[src/rtl/pipe_hazard_ctrl.sv]
// Pipeline sequencing controller for the 5-stage MIPS-lite core.
// Freezes on data-memory wait, bubbles on load-use, flushes on taken branch.
module pipe_hazard_ctrl #(
    parameter int MAX_WAIT = 8,
    parameter int CNT_W    = 16
) (
    input  logic             clk,
    input  logic             rst,
    input  logic [4:0]       id_rs,
    input  logic [4:0]       id_rt,
    input  logic             id_uses_rt,
    input  logic             id_branch_taken,
    input  logic             ex_memread,
    input  logic [4:0]       ex_wn,
    input  logic             mem_memread,
    input  logic             mem_memwrite,
    input  logic             mem_ready,
    output logic             pc_en,
    output logic             ifid_en,
    output logic             ifid_flush,
    output logic             idex_en,
    output logic             idex_bubble,
    output logic             exmem_en,
    output logic             memwb_bubble,
    output logic             mem_timeout,
    output logic [CNT_W-1:0] stall_cnt
);

    typedef enum logic [1:0] {
        RUN      = 2'd0,
        MEM_WAIT = 2'd1,
        HALT     = 2'd2
    } state_t;

    localparam logic [7:0] WAIT_LAST = 8'(MAX_WAIT - 1);

    state_t           state_q, state_d;
    logic [7:0]       wait_q, wait_d;
    logic             timeout_q, timeout_d;
    logic [CNT_W-1:0] cnt_q;

    logic mem_busy;
    logic load_use;
    logic rs_hit;
    logic rt_hit;
    logic freeze;
    logic lu_sel;
    logic br_sel;

    assign mem_busy = (mem_memread | mem_memwrite) & ~mem_ready;

    assign rs_hit   = (ex_wn == id_rs);
    assign rt_hit   = id_uses_rt & (ex_wn == id_rt);
    assign load_use = ex_memread & (ex_wn != 5'd0) & (rs_hit | rt_hit);

    // Mutually exclusive selects so the decoder below is truly one-hot.
    assign freeze = (state_q == HALT) | mem_busy;
    assign lu_sel = ~freeze & load_use;
    assign br_sel = ~freeze & ~load_use & id_branch_taken;

    always_ff @(posedge clk or posedge rst) begin
        if (rst) begin
            state_q   <= RUN;
            wait_q    <= 8'd0;
            timeout_q <= 1'b0;
        end else begin
            state_q   <= state_d;
            wait_q    <= wait_d;
            timeout_q <= timeout_d;
        end
    end

    always_comb begin
        state_d   = state_q;
        wait_d    = wait_q;
        timeout_d = timeout_q;
        unique case (state_q)
            RUN: begin
                if (mem_busy) begin
                    wait_d = 8'd1;
                    if (MAX_WAIT == 1) begin
                        state_d   = HALT;
                        timeout_d = 1'b1;
                    end else begin
                        state_d = MEM_WAIT;
                    end
                end
            end
            MEM_WAIT: begin
                // Ready or withdrawn access both release the wait.
                if (!mem_busy) begin
                    state_d = RUN;
                    wait_d  = 8'd0;
                end else if (wait_q == WAIT_LAST) begin
                    state_d   = HALT;
                    timeout_d = 1'b1;
                end else begin
                    wait_d = wait_q + 8'd1;
                end
            end
            HALT: begin
                state_d = HALT;
            end
            default: begin
                state_d = RUN;
                wait_d  = 8'd0;
            end
        endcase
    end

    always_comb begin
        pc_en        = 1'b1;
        ifid_en      = 1'b1;
        ifid_flush   = 1'b0;
        idex_en      = 1'b1;
        idex_bubble  = 1'b0;
        exmem_en     = 1'b1;
        memwb_bubble = 1'b0;
        unique case (1'b1)
            freeze: begin
                pc_en        = 1'b0;
                ifid_en      = 1'b0;
                idex_en      = 1'b0;
                exmem_en     = 1'b0;
                memwb_bubble = 1'b1;
            end
            lu_sel: begin
                pc_en       = 1'b0;
                ifid_en     = 1'b0;
                idex_bubble = 1'b1;
            end
            br_sel: begin
                ifid_flush = 1'b1;
            end
            default: begin
                pc_en = 1'b1;
            end
        endcase
    end

    // Halt cycles are not counted; the counter sticks at all-ones.
    always_ff @(posedge clk or posedge rst) begin
        if (rst) begin
            cnt_q <= '0;
        end else if ((state_q != HALT) && !pc_en && (cnt_q != '1)) begin
            cnt_q <= cnt_q + 1'b1;
        end
    end

    assign mem_timeout = timeout_q;
    assign stall_cnt   = cnt_q;

endmodule

[config.mk]
export PLATFORM = sky130hd
export DESIGN_NAME = pipe_hazard_ctrl
export DESIGN_NICKNAME = d
export VERILOG_FILES = /design/src/rtl/pipe_hazard_ctrl.sv
export SDC_FILE = /design/constraint.sdc
export NUM_CORES = 1
export LEC_CHECK = 0
export ABC_AREA = 0
export BUFFER_PORTS_ARGS = -buffer_cell sky130_fd_sc_hd__buf_2
export CAP_MARGIN = 15
export CORE_MARGIN = 5
export CORE_UTILIZATION = 55
export CTS_CLUSTER_DIAMETER = 30
export DETAILED_ROUTE_END_ITERATION = 8
export PLACE_DENSITY = 0.85
export SYNTH_ARGS = -nofsm -noshare
export SYNTH_HDL_FRONTEND = slang
export SYNTH_SLANG_ARGS = --single-unit
[constraint.sdc]
create_clock -name clk -period 5.1 [get_ports clk]
set_input_delay 1.02 -clock clk [delete_from_list [all_inputs] [get_ports clk]]
set_output_delay 1.02 -clock clk [all_outputs]
set_load 0.01 [all_outputs]
## After elaboration in Yosys (flattened, before gate mapping)

Index checks and enable logic that the tools add are counted.

- Flip-flop bits (word level): 27
- Input bits: 23

- Add/sub/neg operators: 2
- Equality and inequality tests: 10
- Mux-type cells: 13
- Bitwise logic cells: 14
- Reduce and logical (&&, ||, !) cells: 8

Operator list:

| kind | number |
|---|---|
| $mux 8 | 3 |
| $pmux 8 s3 | 1 |
| $add 16x1->16 const B | 1 |
| $ne 16x16->1 const B | 1 |
| $eq 5x5->1 | 2 |
| $add 8x1->8 const B | 1 |
| $eq 8x3->1 const B | 1 |
| $and 1x1->1 | 7 |
| $mux 2 | 3 |
| $ne 3x3->1 const B | 2 |
| $pmux 2 s3 | 1 |
| $reduce_and 3->1 | 2 |
| $mux 1 | 5 |
| $reduce_bool 5->1 | 1 |
| $ne 2x2->1 const B | 2 |
| $not 1->1 | 4 |
| $or 1x1->1 | 3 |
| $eq 2x1->1 const B | 1 |
| $eq 2x2->1 const B | 1 |
| $logic_and 1x1->1 | 2 |
| $logic_not 2->1 | 1 |
| $reduce_and 2->1 | 1 |
| $reduce_or 2->1 | 1 |

## Logic depth before layout (Yosys ltp)

- Depth after elaboration: 8
- Gate-level depth with buffers: 7
- Depth with buffers taken out: 6

## Least setup slack after synthesis

OpenSTA, ideal clock, no wires.

- Path type: input -> output
- Start: input port ex_wn[3]
- End: output port pc_en
- Arrival: 2.183 ns
- Required time: 4.080 ns
- Slack: 1.897 ns
- Cell stages on the path: 6
- Cell sequence: xor2_1 nor4_2 a32oi_1 or2_2 and2_1 buf_4

- Longest elaborated chain between the ends: 7

RTL lines:

| element | line | source |
|---|---|---|
| start: declaration | 14 | `input logic [4:0] ex_wn,` |
| $eq 5x5->1 | 53 | `assign rt_hit = id_uses_rt & (ex_wn == id_rt);` |
| $and 1x1->1 | 53 |  |
| $or 1x1->1 | 54 | `assign load_use = ex_memread & (ex_wn != 5'd0) & (rs_hit \| rt_hit);` |
| $and 1x1->1 (*) | 54 |  |
| $and 1x1->1 (*) | 58 | `assign lu_sel = ~freeze & load_use;` |
| $reduce_or 2->1 (no line) (*) | - |  |
| $mux 1 (*) | - |  |
| end: declaration | 18 | `output logic pc_en,` |

Mark *: on every way between the ends. The rest lies on a longest branch, timed or not.

## Worst setup path in the final report

- Start: input port ex_wn[3]
- End: output port ifid_flush

- Longest elaborated chain between the ends: 8

RTL lines:

| element | line | source |
|---|---|---|
| $eq 5x5->1 | 53 |  |
| $and 1x1->1 | 53 |  |
| $or 1x1->1 | 54 |  |
| $and 1x1->1 (*) | 54 |  |
| $not 1->1 (*) | 59 | `assign br_sel = ~freeze & ~load_use & id_branch_taken;` |
| $and 1x1->1 (*) (2 in a row) | 59 |  |
| $mux 1 (*) | 119 | `unique case (1'b1)` |
| end: declaration | 20 | `output logic ifid_flush,` |

Marks and branches as above.

==> flow_summary.yaml <==
die:
  die_w_um: 63.0
  io_pins: 47
  start_util: 0.566
  fp.dieH_um: 63.0
  core-area_sq_um: 2730
  num_rows: 19
  die_area_sq_um: 3970
drt:
  antenna_left: 0
  first_pass_iters: 4
  detail_route.iter0.violations: 84
  num_vias: 1380
  drt-total-wl_um: 3690
  wire_per_inst_um: 15.6
  drc_errors: 0
  vias_per_cell: 5.82
clocking:
  cts_tree: "built"
  cts_sinks: 27
  holdBufCountCts: 0
  numCtsBuffers: 3
  htreeDepth: 1
  clkLatencyLatePin_ns: 0.32
  cts_root_buffer: "clkbuf_4"
  cts_resized: 0
  clkTransAtPathRegs_ns: 0.14
  post_cts_buffers: 0
  cts_buffer_depth: 2
logic_synthesis:
  yosys_warnings: 0
  synth_nets: 185
  ys_ff_latch: 27
  synth_area_leaders: "dfrtp_1 (44%), xnor2_1 (7.4%), xor2_1 (6.8%), nand3_1 (5.8%), and3_1 (4.0%)"
  synth_area_per_cell_sq_um: 9.67
  async_flop_share: 1.00
  synth_flop_cell: "dfrtp_1"
  netlist_area_sq_um: 1550
  synth-edff-count: 0
  yosys.area.top_type: "dfrtp_1"
  synth_top_area_share: 0.437
  synth.yosys.seq_area_share: 0.437
  ys_types: 37
  synthCells: 160
power_and_ir_drop:
  p_per_area_nw_per_um2: 279
  ir_worst_vdd_mv: 0.254
  p_leak_nw: 0.902
sta:
  fin_skew_ns: 0.00838
  finalHoldViolations: 0
  period_share: 0.661
  tightest_slew_ns: 1.01
  maxSlewHeadroom: 0.328
  rsz0062_at_grt: "no"
  fin_tns_setup_ns: 0
  setup_viol: 0
  max_freq_ghz: 0.297
  maxSlewViolCount: 0
  post-route-min-period_ns: 3.37
flow_run:
  cap_violations: 0
place:
  dp_hpwl_um: 2800
  portBuffers: 46
  placed_cell_area_sq_um: 1790
  globalplace.congestion: 0.832
grt:
  grt_pass1_vias: 1415
  grt_max_degree: 28
  gr-usage-all-layers: 0.194
  grt_overflow: 0
  grt_pass1_wl_um: 6320
  antenna_found_initial: 0
critical_path:
  rr_startpoint: "stall_cnt[7]"
  setup.worst_path.start: "ex_wn[3]"
  start_kind: "input port"
  worstPathRequired_ns: 4.08
  path_class: "input port to output port"
  critical_path_arrival_ns: 2.35
  cp_max_fo: 3
  end_kind: "output port"
cells_and_area:
  n_antenna_cell: 0
  area_growth_pct: 17.4
  nets: 232
  layout.cell_area.non_filler_sq_um: 1820
  drive_above_1_share: 0.296
min_path:
  hold_path_class: "flop to flop"
  hold_start: "mem_timeout"
status:
  status: "finished clean"
==> through the flow <==
step                hold WS (ns)  setup slack (ns)  power [mW]  instances   util
floorplan                  0.446              1.90       0.361        160      -
global placement           0.447              1.78       0.408        233  0.653
detailed placement         0.453              1.72       0.416        233  0.653
CTS                        0.485              1.72       0.509        237  0.664
global route               0.519              1.68       0.539        237  0.664
finish                     0.483              1.73       0.506        237  0.664
==> placed cells by master, fill, tap and decap left out, types with 3 or more instances in the layout <==
cell      netlist  routed
xor2_1         12      12
nand2_1        12      12
and3_1         10      10
nand4_1         5       5
xnor2_1        13      13
nand2b_1        5       5
nor2_1          9       9
inv_1           3       3
clkbuf_4        0       3
dfrtp_1        27      27
nand3_1        18      18
o21ai_0         4       4
buf_2           0      46
a21oi_1         7       7
==> state kept, by name (all words and copies together) (netlist names) <==
| register | cells |
|---|---|
| stall_cnt | 16 |
| wait_q | 8 |
| state_q | 2 |
| mem_timeout | 1 |
==> metal layers <==
layer	wire length (um)	global-route usage	share of wire	up-vias
met5	0	0	0	-
met4	104	0.0822	0.028	0
met3	130	0.0306	0.035	10
met2	2020	0.359	0.55	32
met1	1440	0.214	0.39	676
li1	-	-	-	662
==> cell usage after synthesis, types with 3 or more instances <==
cell      number
a21oi_1        7
nand4_1        5
and3_1        10
xor2_1        12
nand2_1       12
inv_1          3
o21ai_0        4
dfrtp_1       27
nor2_1         9
nand3_1       18
xnor2_1       13
nand2b_1       5
==> area by class of cell <==
| cell class | count | area, sq um |
|---|---|---|
| clock buffer | 3 | 22.5 |
| fill | 223 | 918 |
| clock inverter | 1 | 7.51 |
| inverter | 3 | 11.3 |
| tap | 31 | 38.8 |
| multi-input combinational | 126 | 830 |
| timing repair buffer | 46 | 230 |
| sequential | 27 | 676 |
==> power breakdown <==
| group | leakage (nW) | internal (mW) | switching, mW |
|---|---|---|---|
| registers | 0.362 | 0.240 | 0.0375 |
| logic | 0.525 | 0.0669 | 0.0684 |
| clock network | 0.0139 | 0.0300 | 0.0632 |
==> critical path, stage by stage <==
cell and delay [ns]:
buf_2 0.13, xor2_1 0.17, nor4_2 0.26, a32oi_1 0.16
or2_2 0.31, and3_1 0.16, buf_2 0.13
==> logic make-up (layout without fill, tap and decap cells) <==
| kind of cell | count (synthesis) | after routing | share of synthesized area |
|---|---|---|---|
| compound gates | 24 | 24 | 0.100 |
| buf+inv | 7 | 53 | 0.0267 |
| xor+xnor | 25 | 25 | 0.142 |
| flops | 27 | 27 | 0.437 |
| simple gates | 73 | 73 | 0.261 |
| fa+ha+maj | 2 | 2 | 0.0162 |
| mux | 2 | 2 | 0.0170 |
==> worst paths after layout <==
check	to	slack, ns	cells past startpoint
max	ifid_flush	1.73	7
min	mem_timeout	0.48	1
max reg2reg	stall_cnt[1]	3.22	6
min reg2reg	mem_timeout	0.48	1
max in group asynchronous	stall_cnt[1]	3.59	2
min in group asynchronous	stall_cnt[11]	0.90	2
(Power assumes the default switching activity.)
